===== config.mk =====
export PLATFORM = sky130hd
export DESIGN_NAME = p23_rx_uart_flat
export DESIGN_NICKNAME = d
export VERILOG_FILES = /design/src/rtl/p23_rx_uart_if.sv /design/src/rtl/p23_rx_uart.sv /design/src/flat_wrapper.sv
export SDC_FILE = /design/constraint.sdc
export NUM_CORES = 1
export LEC_CHECK = 0
export ABC_AREA = 1
export CELL_PAD_IN_SITES_DETAIL_PLACEMENT = 1
export CELL_PAD_IN_SITES_GLOBAL_PLACEMENT = 1
export CORE_ASPECT_RATIO = 0.7
export CORE_MARGIN = 2
export CORE_UTILIZATION = 39
export CTS_BUF_LIST = sky130_fd_sc_hd__clkbuf_16
export CTS_CLUSTER_DIAMETER = 30
export CTS_CLUSTER_SIZE = 16
export DETAILED_ROUTE_END_ITERATION = 10
export PLACE_DENSITY = 0.83
export SLEW_MARGIN = 20
export SYNTH_ARGS = -nofsm -noshare
export SYNTH_HDL_FRONTEND = slang
export SYNTH_SLANG_ARGS = --single-unit

===== constraint.sdc =====
create_clock -name clk -period 1.8 [get_ports clk]
set_clock_uncertainty 0.05 [all_clocks]
set_input_delay 0.27 -clock clk [delete_from_list [all_inputs] [get_ports clk]]
set_output_delay 0.27 -clock clk [all_outputs]
set_load 0.03 [all_outputs]

===== src/rtl/p23_rx_uart_if.sv =====
// rtl/p23_rx_uart_if.sv - receive-byte handshake between UART receiver and register block
interface p23_rx_uart_if;
  logic [7:0] rx_data;
  logic       valid;
  logic       ready;

  modport master (output rx_data, output valid, input ready);
  modport slave  (input rx_data, input valid, output ready);
endinterface


===== src/rtl/p23_rx_uart.sv =====
// rtl/p23_rx_uart.sv - 8N1 UART receiver with mid-bit sampling and a small byte FIFO
module p23_rx_uart #(
  parameter int FIFO_DEPTH = 4
) (
  input  logic          clk,
  input  logic          resetn,
  input  logic          rx_in,
  input  logic [15:0]   div,
  input  logic          err_clr,
  output logic          framing_error,
  output logic          overrun,
  output logic          busy,
  p23_rx_uart_if.master rxo
);
  localparam int AW = $clog2(FIFO_DEPTH);
  localparam logic [AW:0] PTR_ONE = {{AW{1'b0}}, 1'b1};

  typedef enum logic [2:0] {IDLE, START, DATA, STOP, BREAK} state_t;

  state_t      state, state_n;
  logic        rx_m, rx_s, rx_q;
  logic [15:0] cnt, cnt_n, div_r, div_r_n;
  logic [2:0]  bit_idx, bit_idx_n;
  logic [7:0]  shreg, shreg_n;
  logic        push, fe_set, sample;

  logic [7:0]  mem [FIFO_DEPTH];
  logic [AW:0] wr_ptr, rd_ptr;
  logic        empty, full, pop, do_write, ov_set;

  always_ff @(posedge clk or negedge resetn) begin
    if (!resetn) begin
      rx_m    <= 1'b1;
      rx_s    <= 1'b1;
      rx_q    <= 1'b1;
      state   <= IDLE;
      cnt     <= '0;
      div_r   <= '0;
      bit_idx <= '0;
      shreg   <= '0;
    end else begin
      rx_m    <= rx_in;
      rx_s    <= rx_m;
      rx_q    <= rx_s;
      state   <= state_n;
      cnt     <= cnt_n;
      div_r   <= div_r_n;
      bit_idx <= bit_idx_n;
      shreg   <= shreg_n;
    end
  end

  assign sample = (cnt == 16'd0);

  always_comb begin
    state_n   = state;
    cnt_n     = sample ? cnt : cnt - 16'd1;
    div_r_n   = div_r;
    bit_idx_n = bit_idx;
    shreg_n   = shreg;
    push      = 1'b0;
    fe_set    = 1'b0;
    case (state)
      IDLE: begin
        cnt_n = cnt;
        if (rx_q && !rx_s) begin
          div_r_n = div;
          cnt_n   = (div >> 1) - 16'd1;
          state_n = START;
        end
      end
      START: if (sample) begin
        if (rx_s) begin
          state_n = IDLE;
        end else begin
          cnt_n     = div_r - 16'd1;
          bit_idx_n = 3'd0;
          state_n   = DATA;
        end
      end
      DATA: if (sample) begin
        shreg_n[bit_idx] = rx_s;
        cnt_n            = div_r - 16'd1;
        bit_idx_n        = bit_idx + 3'd1;
        if (bit_idx == 3'd7) state_n = STOP;
      end
      STOP: if (sample) begin
        if (rx_s) begin
          push    = 1'b1;
          state_n = IDLE;
        end else begin
          fe_set  = 1'b1;
          state_n = BREAK;
        end
      end
      BREAK: if (rx_s) state_n = IDLE;
      default: state_n = IDLE;
    endcase
  end

  assign busy = (state != IDLE);

  // Pop is gated by valid, so an empty FIFO ignores a pop that coincides with a push.
  assign empty    = (wr_ptr == rd_ptr);
  assign full     = (wr_ptr[AW] != rd_ptr[AW]) && (wr_ptr[AW-1:0] == rd_ptr[AW-1:0]);
  assign pop      = rxo.valid && rxo.ready;
  assign do_write = push && (!full || pop);
  assign ov_set   = push && full && !pop;

  assign rxo.valid   = !empty;
  assign rxo.rx_data = mem[rd_ptr[AW-1:0]];

  always_ff @(posedge clk or negedge resetn) begin
    if (!resetn) begin
      wr_ptr <= '0;
      rd_ptr <= '0;
      for (int i = 0; i < FIFO_DEPTH; i++) mem[i] <= '0;
    end else begin
      if (do_write) begin
        mem[wr_ptr[AW-1:0]] <= shreg;
        wr_ptr              <= wr_ptr + PTR_ONE;
      end
      if (pop) rd_ptr <= rd_ptr + PTR_ONE;
    end
  end

  always_ff @(posedge clk or negedge resetn) begin
    if (!resetn) begin
      framing_error <= 1'b0;
      overrun       <= 1'b0;
    end else begin
      if (fe_set)       framing_error <= 1'b1;
      else if (err_clr) framing_error <= 1'b0;
      if (ov_set)       overrun <= 1'b1;
      else if (err_clr) overrun <= 1'b0;
    end
  end
endmodule


===== src/flat_wrapper.sv =====
// flat-port wrapper written by rule: the top's interface ports become plain ports
module p23_rx_uart_flat 
#(
  parameter int FIFO_DEPTH = 4
)
  (clk, resetn, rx_in, div, err_clr, framing_error, overrun, busy, rxo_rx_data, rxo_valid, rxo_ready);
  p23_rx_uart_if rxo_i ();
  input  logic clk;
  input  logic resetn;
  input  logic rx_in;
  input  logic [15:0] div;
  input  logic err_clr;
  output logic framing_error;
  output logic overrun;
  output logic busy;
  output wire logic [$bits(rxo_i.rx_data)-1:0] rxo_rx_data;
  output wire logic [$bits(rxo_i.valid)-1:0] rxo_valid;
  input wire logic [$bits(rxo_i.ready)-1:0] rxo_ready;
  assign rxo_rx_data = rxo_i.rx_data;
  assign rxo_valid = rxo_i.valid;
  assign rxo_i.ready = rxo_ready;
  p23_rx_uart #(.FIFO_DEPTH(FIFO_DEPTH)) u_core (.clk(clk), .resetn(resetn), .rx_in(rx_in), .div(div), .err_clr(err_clr), .framing_error(framing_error), .overrun(overrun), .busy(busy), .rxo(rxo_i));
endmodule

==> reports/metrics.yaml <==
routing:
  wl_per_cell_um: 32.6
  dr.pass1.iters: 8
  drc: 0
  ant_nets: 0
  wirelength_um: 37600
  drt_iter0_markers: 994
  via_per_inst: 6.68
  vias: 7713
setup_path:
  worstSetupEndpointType: "flop"
  crit_type: "reg2reg"
  crit_fanout: 6
  cp-startpoint: "u_core.state[2]$_DFFE_PN0P_"
  critPathArrivalTime_ps: 2910
  start_kind: "flop"
  regToRegStartpoint: "u_core.state[2]$_DFFE_PN0P_"
  r2r_cells: 11
  cp.required_ps: 1980
  r2r_setup_slack_ps: -930
  critPathCapture: "u_core.cnt[4]$_DFFE_PN0N_"
  timing.rr.end: "u_core.cnt[4]$_DFFE_PN0N_"
timing:
  tns_ps: -31830
  worst_slack_ps: -932
  max_freq_ghz: 0.366
  finalCriticalPeriod_ps: 2730
  hold_viol: 0
  rsz0062_at_grt: "yes"
  slew_violations: 0
  relSlewSlack: 0.525
  tightest_slew_ps: 710
  period_share: 1.52
  finalSetupViolCount: 85
cts:
  cts_max_path_buffers: 2
  clock_latency_ps: 380
  cts_tree: "built"
  cts_root_buffer: "clkbuf_16"
  numCtsBuffers: 9
  clkTransAtPathRegs_ps: 90
  h-tree-depth: 3
  clock_sinks: 89
cells_and_area:
  fillers: 1565
  drive_above_1_share: 0.427
  area_delta_synth_final_pct: 62.8
  num_antenna_cells: 0
  layout.nets: 996
placed_design:
  gp_congestion: 0.980
  dp_slack_ps: -319
  hpwl_um: 16200
  portBuffers: 32
grt:
  grt_overflow: 0
  grt.total_usage: 0.407
  antenna_found_initial: 2
  grt_start_max_net_pins: 58
  grt_pass1_vias: 7377
  grt_pass1_wl_um: 44200
floorplan:
  ioPinCount: 33
  core_sq_um: 13400
  initial_core_util: 0.404
  die_h_um: 102
  rows: 35
  die_area_sq_um: 14800
  fp.dieW_um: 145
synth:
  synth_seq_cells: 89
  synth_top_cell_area_share: 0.399
  ys.flop_type: "dfrtp_1"
  avgSynthCellArea_sq_um: 7.01
  ys_seq_area_frac: 0.413
  synth_edf_count: 0
  async_reset_ff_frac: 1.00
  ys_types: 36
  syn_inst: 770
  synth.most_common_cell: "nand2_1"
  ys_warn_count: 0
  synth_commonest_cells: "nand2_1 (228), nor2_1 (123), dfrtp_1 (86)"
  yosysTopAreaCell: "dfrtp_1"
  syn_area_sq_um: 5400
  synthTopCellsByArea: "dfrtp_1 (40%), nand2_1 (16%), nor2_1 (8.6%), o21ai_0 (6.4%), nand3_1 (6.1%)"
  syn_nets: 801
pwr:
  leakage_nw: 4.19
  power.total_mw: 14.2
  irDropWorstVdd_v: 0.000730
  power_density_nw_per_um2: 1620
worst_hold_path:
  hp-class: "in2reg"
run_status:
  violations: "setup timing"
  status: "finished, violations left"
run:
  drv_cap: 0
logic make-up after synthesis:
kind of cell,count (synthesis),share of synthesized area
and+or+nand+nor,448,0.351
xor gates and xnor gates,18,0.0292
buffers and inverters,89,0.0658
DFF,89,0.413
muxes,3,0.00695
AOI/OAI and AO/OA,113,0.111
adders and majority gates,10,0.0232
flip-flops by register name (all words and copies together), names as in the netlist:
register and cells:
u_core.div_r 16, u_core.rx_s 1, u_core.wr_ptr 3, u_core.framing_error 1, u_core.rd_ptr 3, u_core.rx_m 1, u_core.mem 32, u_core.state 3
u_core.cnt 16, u_core.bit_idx 3, u_core.shreg 8, u_core.overrun 1, u_core.rx_q 1
layout make-up:
type	instances	area (sq um)	area share
clock inverters	7	68.8	0.00783
repair buffers	200	1880	0.214
clock buffers	9	225	0.0256
well taps	185	231	0.0263
flip-flops and latches	89	2240	0.255
multi-input cells	592	3840	0.437
inverters	73	302	0.0343
metrics by stage:
step           hold slack [ps]  utilization  cell area (sq um)  cells
3_5_place_dp               243        0.510               6810   1089
6_report                   267        0.658               8790   1155
2_1_floorplan            -75.6            -               5450    770
4_1_cts                    285        0.600               8010   1138
5_1_grt                    284        0.658               8790   1155
3_3_place_gp               234        0.510               6810   1089
worst max-delay path, stage by stage, from the launching register on:
cell and delay, ps:
dfrtp_1 410, inv_1 70, nand2_1 140, nor2_2 540, a21oi_2 260, buf_4 240, nor2_4 120, buf_8 180
nand2_4 70, nand3_2 70, a21oi_2 50, nor2_1 360
placed cells by master (no fill, tap or decap), types with 16 or more instances in the layout:
cell type        instances
buf_4                  122
buf_6                   42
clkdlybuf4s50_1         21
dfrtp_1                 80
inv_1                   54
nand2_1                170
nand2_2                 43
nand2_4                 16
nand3_1                 43
nor2_1                  84
nor2_2                  22
nor2_4                  32
o21ai_0                 28
o21ai_1                 23
o21ai_2                 18
metal layers:
metal / GRT usage / up-vias / routed length (um)
li1: - / 2866 / -
met1: 0.490 / 3755 / 13400
met2: 0.652 / 757 / 15500
met3: 0.139 / 333 / 5100
met4: 0.217 / 2 / 3550
met5: 0 / - / 13
report_power, final:
part	switching (mW)	internal, mW	total [mW]
Sequential	0.633	2.44	3.08
Combinational	5.68	3.36	9.05
Clock	1.02	1.08	2.10
worst min path at each step:
| stage | from | end | slack, ps | cells after the start |
|---|---|---|---|---|
| 2_1_floorplan | resetn | u_core.bit_idx[0]$_DFFE_PN0P_ | -80 | 0 |
| 3_3_place_gp | resetn | u_core.cnt[15]$_DFFE_PN0N_ | 230 | 2 |
| 3_5_place_dp | resetn | u_core.cnt[15]$_DFFE_PN0N_ | 240 | 2 |
| 4_1_cts | rx_in | u_core.rx_m$_DFF_PN1_ | 280 | 1 |
| 5_1_grt | rx_in | u_core.rx_m$_DFF_PN1_ | 280 | 1 |
| 6_report | rx_in | u_core.rx_m$_DFF_PN1_ | 270 | 1 |
repair_timing:
action | in CTS | in global routing
endpoints found under the setup margin | 76 | 91
pin swaps | 42 | 64
cloned | 2 | 0
gates resized for setup | 200 | 168
hold buffers | 1 | 0
endpoints found under the hold margin | 86 | 0
setup buffers | 32 | 25
(Power assumes the default switching activity.)
==> edit (same flow settings) <==
Take the reset off `shreg` and load it in a clocked block of its own.
--- a/src/rtl/p23_rx_uart.sv
+++ b/src/rtl/p23_rx_uart.sv
@@ -37,7 +37,6 @@
       cnt     <= '0;
       div_r   <= '0;
       bit_idx <= '0;
-      shreg   <= '0;
     end else begin
       rx_m    <= rx_in;
       rx_s    <= rx_m;
@@ -46,8 +45,11 @@
       cnt     <= cnt_n;
       div_r   <= div_r_n;
       bit_idx <= bit_idx_n;
-      shreg   <= shreg_n;
     end
+  end
+
+  always_ff @(posedge clk) begin
+    shreg <= shreg_n;
   end
 
   assign sample = (cnt == 16'd0);
Function: no difference found for any inputs over 10 cycles, from zero or initial values and one cycle with resetn low; that may be too few to reach the edited logic, so the function may still have changed.
==> edit against the original RTL <==
The run still ends with setup timing left; critical path depth decreased by 1; total power down 0.20%; sequential cell count unchanged; synthesized area decreased by 0.37%; non-clock buffer count decreased by 43; die area is 0.36% lower; routed wire length decreased by 11%; worst setup slack better by 280 ps; final area shrank 3.5%; critical path type unchanged; largest cell class unchanged; highest routed layer unchanged.
==> edit: results <==
timing:
  tightestPinTransition_ps: 575
  fin_ws_ps: -651
  setup_viol: 93
run_status:
  failed_checks: "setup timing"
  status: "complete, but fails checks"
route:
  wire_per_inst_um: 30.6
  firstDrtPassIters: 5
  first_iter_violations: 792
synth:
  synthArstFlopShare: 0.910
  synth.avg_cell_area_sq_um: 7.20
  yosysSeqAreaShare: 0.422
  synth.top_cells.by_count: "nand2_1 (190), nor2_1 (124), dfrtp_1 (78), inv_1 (78), nand3_1 (63)"
  syn-num-nets: 778
cells_and_area:
  n_antenna_cell: 1
  final_area_sq_um: 8480
  seq_share: 0.268
  clkCellAreaFrac: 0.0357
  stdcell_count: 1095
  multi_input_cells: 564
  nets: 935
placed_design:
  dp_cells: 1045
  placed_cell_area_sq_um: 6660
  place_congestion: 0.921
  hpwl_um: 14400
  pre_cts_ws_ps: -403
critical_path:
  timing.critical_path.arrival_ps: 2620
  r2r.worst_path.cells: 10
  r2r_slack_ps: -650
  rr_endpoint: "u_core.mem[24]$_DFFE_PN0P_"
  cp_max_fo: 8
pwr:
  combinationalPowerShare: 0.619
[edit: cell count changes after synthesis, sizes merged, moves of 6 or more]
cell / change
nor2: -7
edfxtp: +8
dfrtp: -8
nand2: -33
nand4: +6
nor3: +8
a21oi: +6
inv: +8
[edit: cells by family (layout without fill, tap and decap cells)]
logic type      count (synthesis)  after routing  synth area share
buf+inv                        98            256            0.0751
mux                             2              2           0.00419
simple gates                  420            424             0.334
xor+xnor                       18             18            0.0293
compound gates                110            110             0.112
flops                          89             89             0.422
other cells                     0              1                 0
fa+ha+maj                      10             10            0.0233
[edit: layer usage]
metal | wire [um] | vias up | track usage
li1 | - | 2734 | -
met1 | 11800 | 3432 | 0.444
met2 | 14800 | 692 | 0.559
met3 | 3930 | 282 | 0.0623
met4 | 2980 | 2 | 0.148
met5 | 50 | - | 0
[edit: timing repair]
action / 4_1_cts / 5_1_grt
cloned: 1 / 5
pin swaps: 24 / 47
hold buffers: 1 / 0
endpoints found under the hold margin: 24 / 0
endpoints found under the setup margin: 78 / 91
setup buffers: 13 / 14
resized for setup: 132 / 207
[edit: worst max path at each step]
stage	cells past startpoint	endpoint	slack, ps	from
4_1_cts	13	u_core.cnt[8]$_DFFE_PN0N_	-110	u_core.cnt[0]$_DFFE_PN0N_
3_5_place_dp	11	u_core.cnt[10]$_DFFE_PN0N_	-400	div[1]
3_3_place_gp	12	u_core.cnt[14]$_DFFE_PN0N_	-290	div[1]
2_1_floorplan	12	u_core.mem[21]$_DFFE_PN0P_	-100	u_core.cnt[0]$_DFFE_PN0N_
5_1_grt	8	u_core.mem[24]$_DFFE_PN0P_	-900	u_core.state[2]$_DFFE_PN0P_
6_report	10	u_core.mem[24]$_DFFE_PN0P_	-650	u_core.cnt[12]$_DFFE_PN0N_
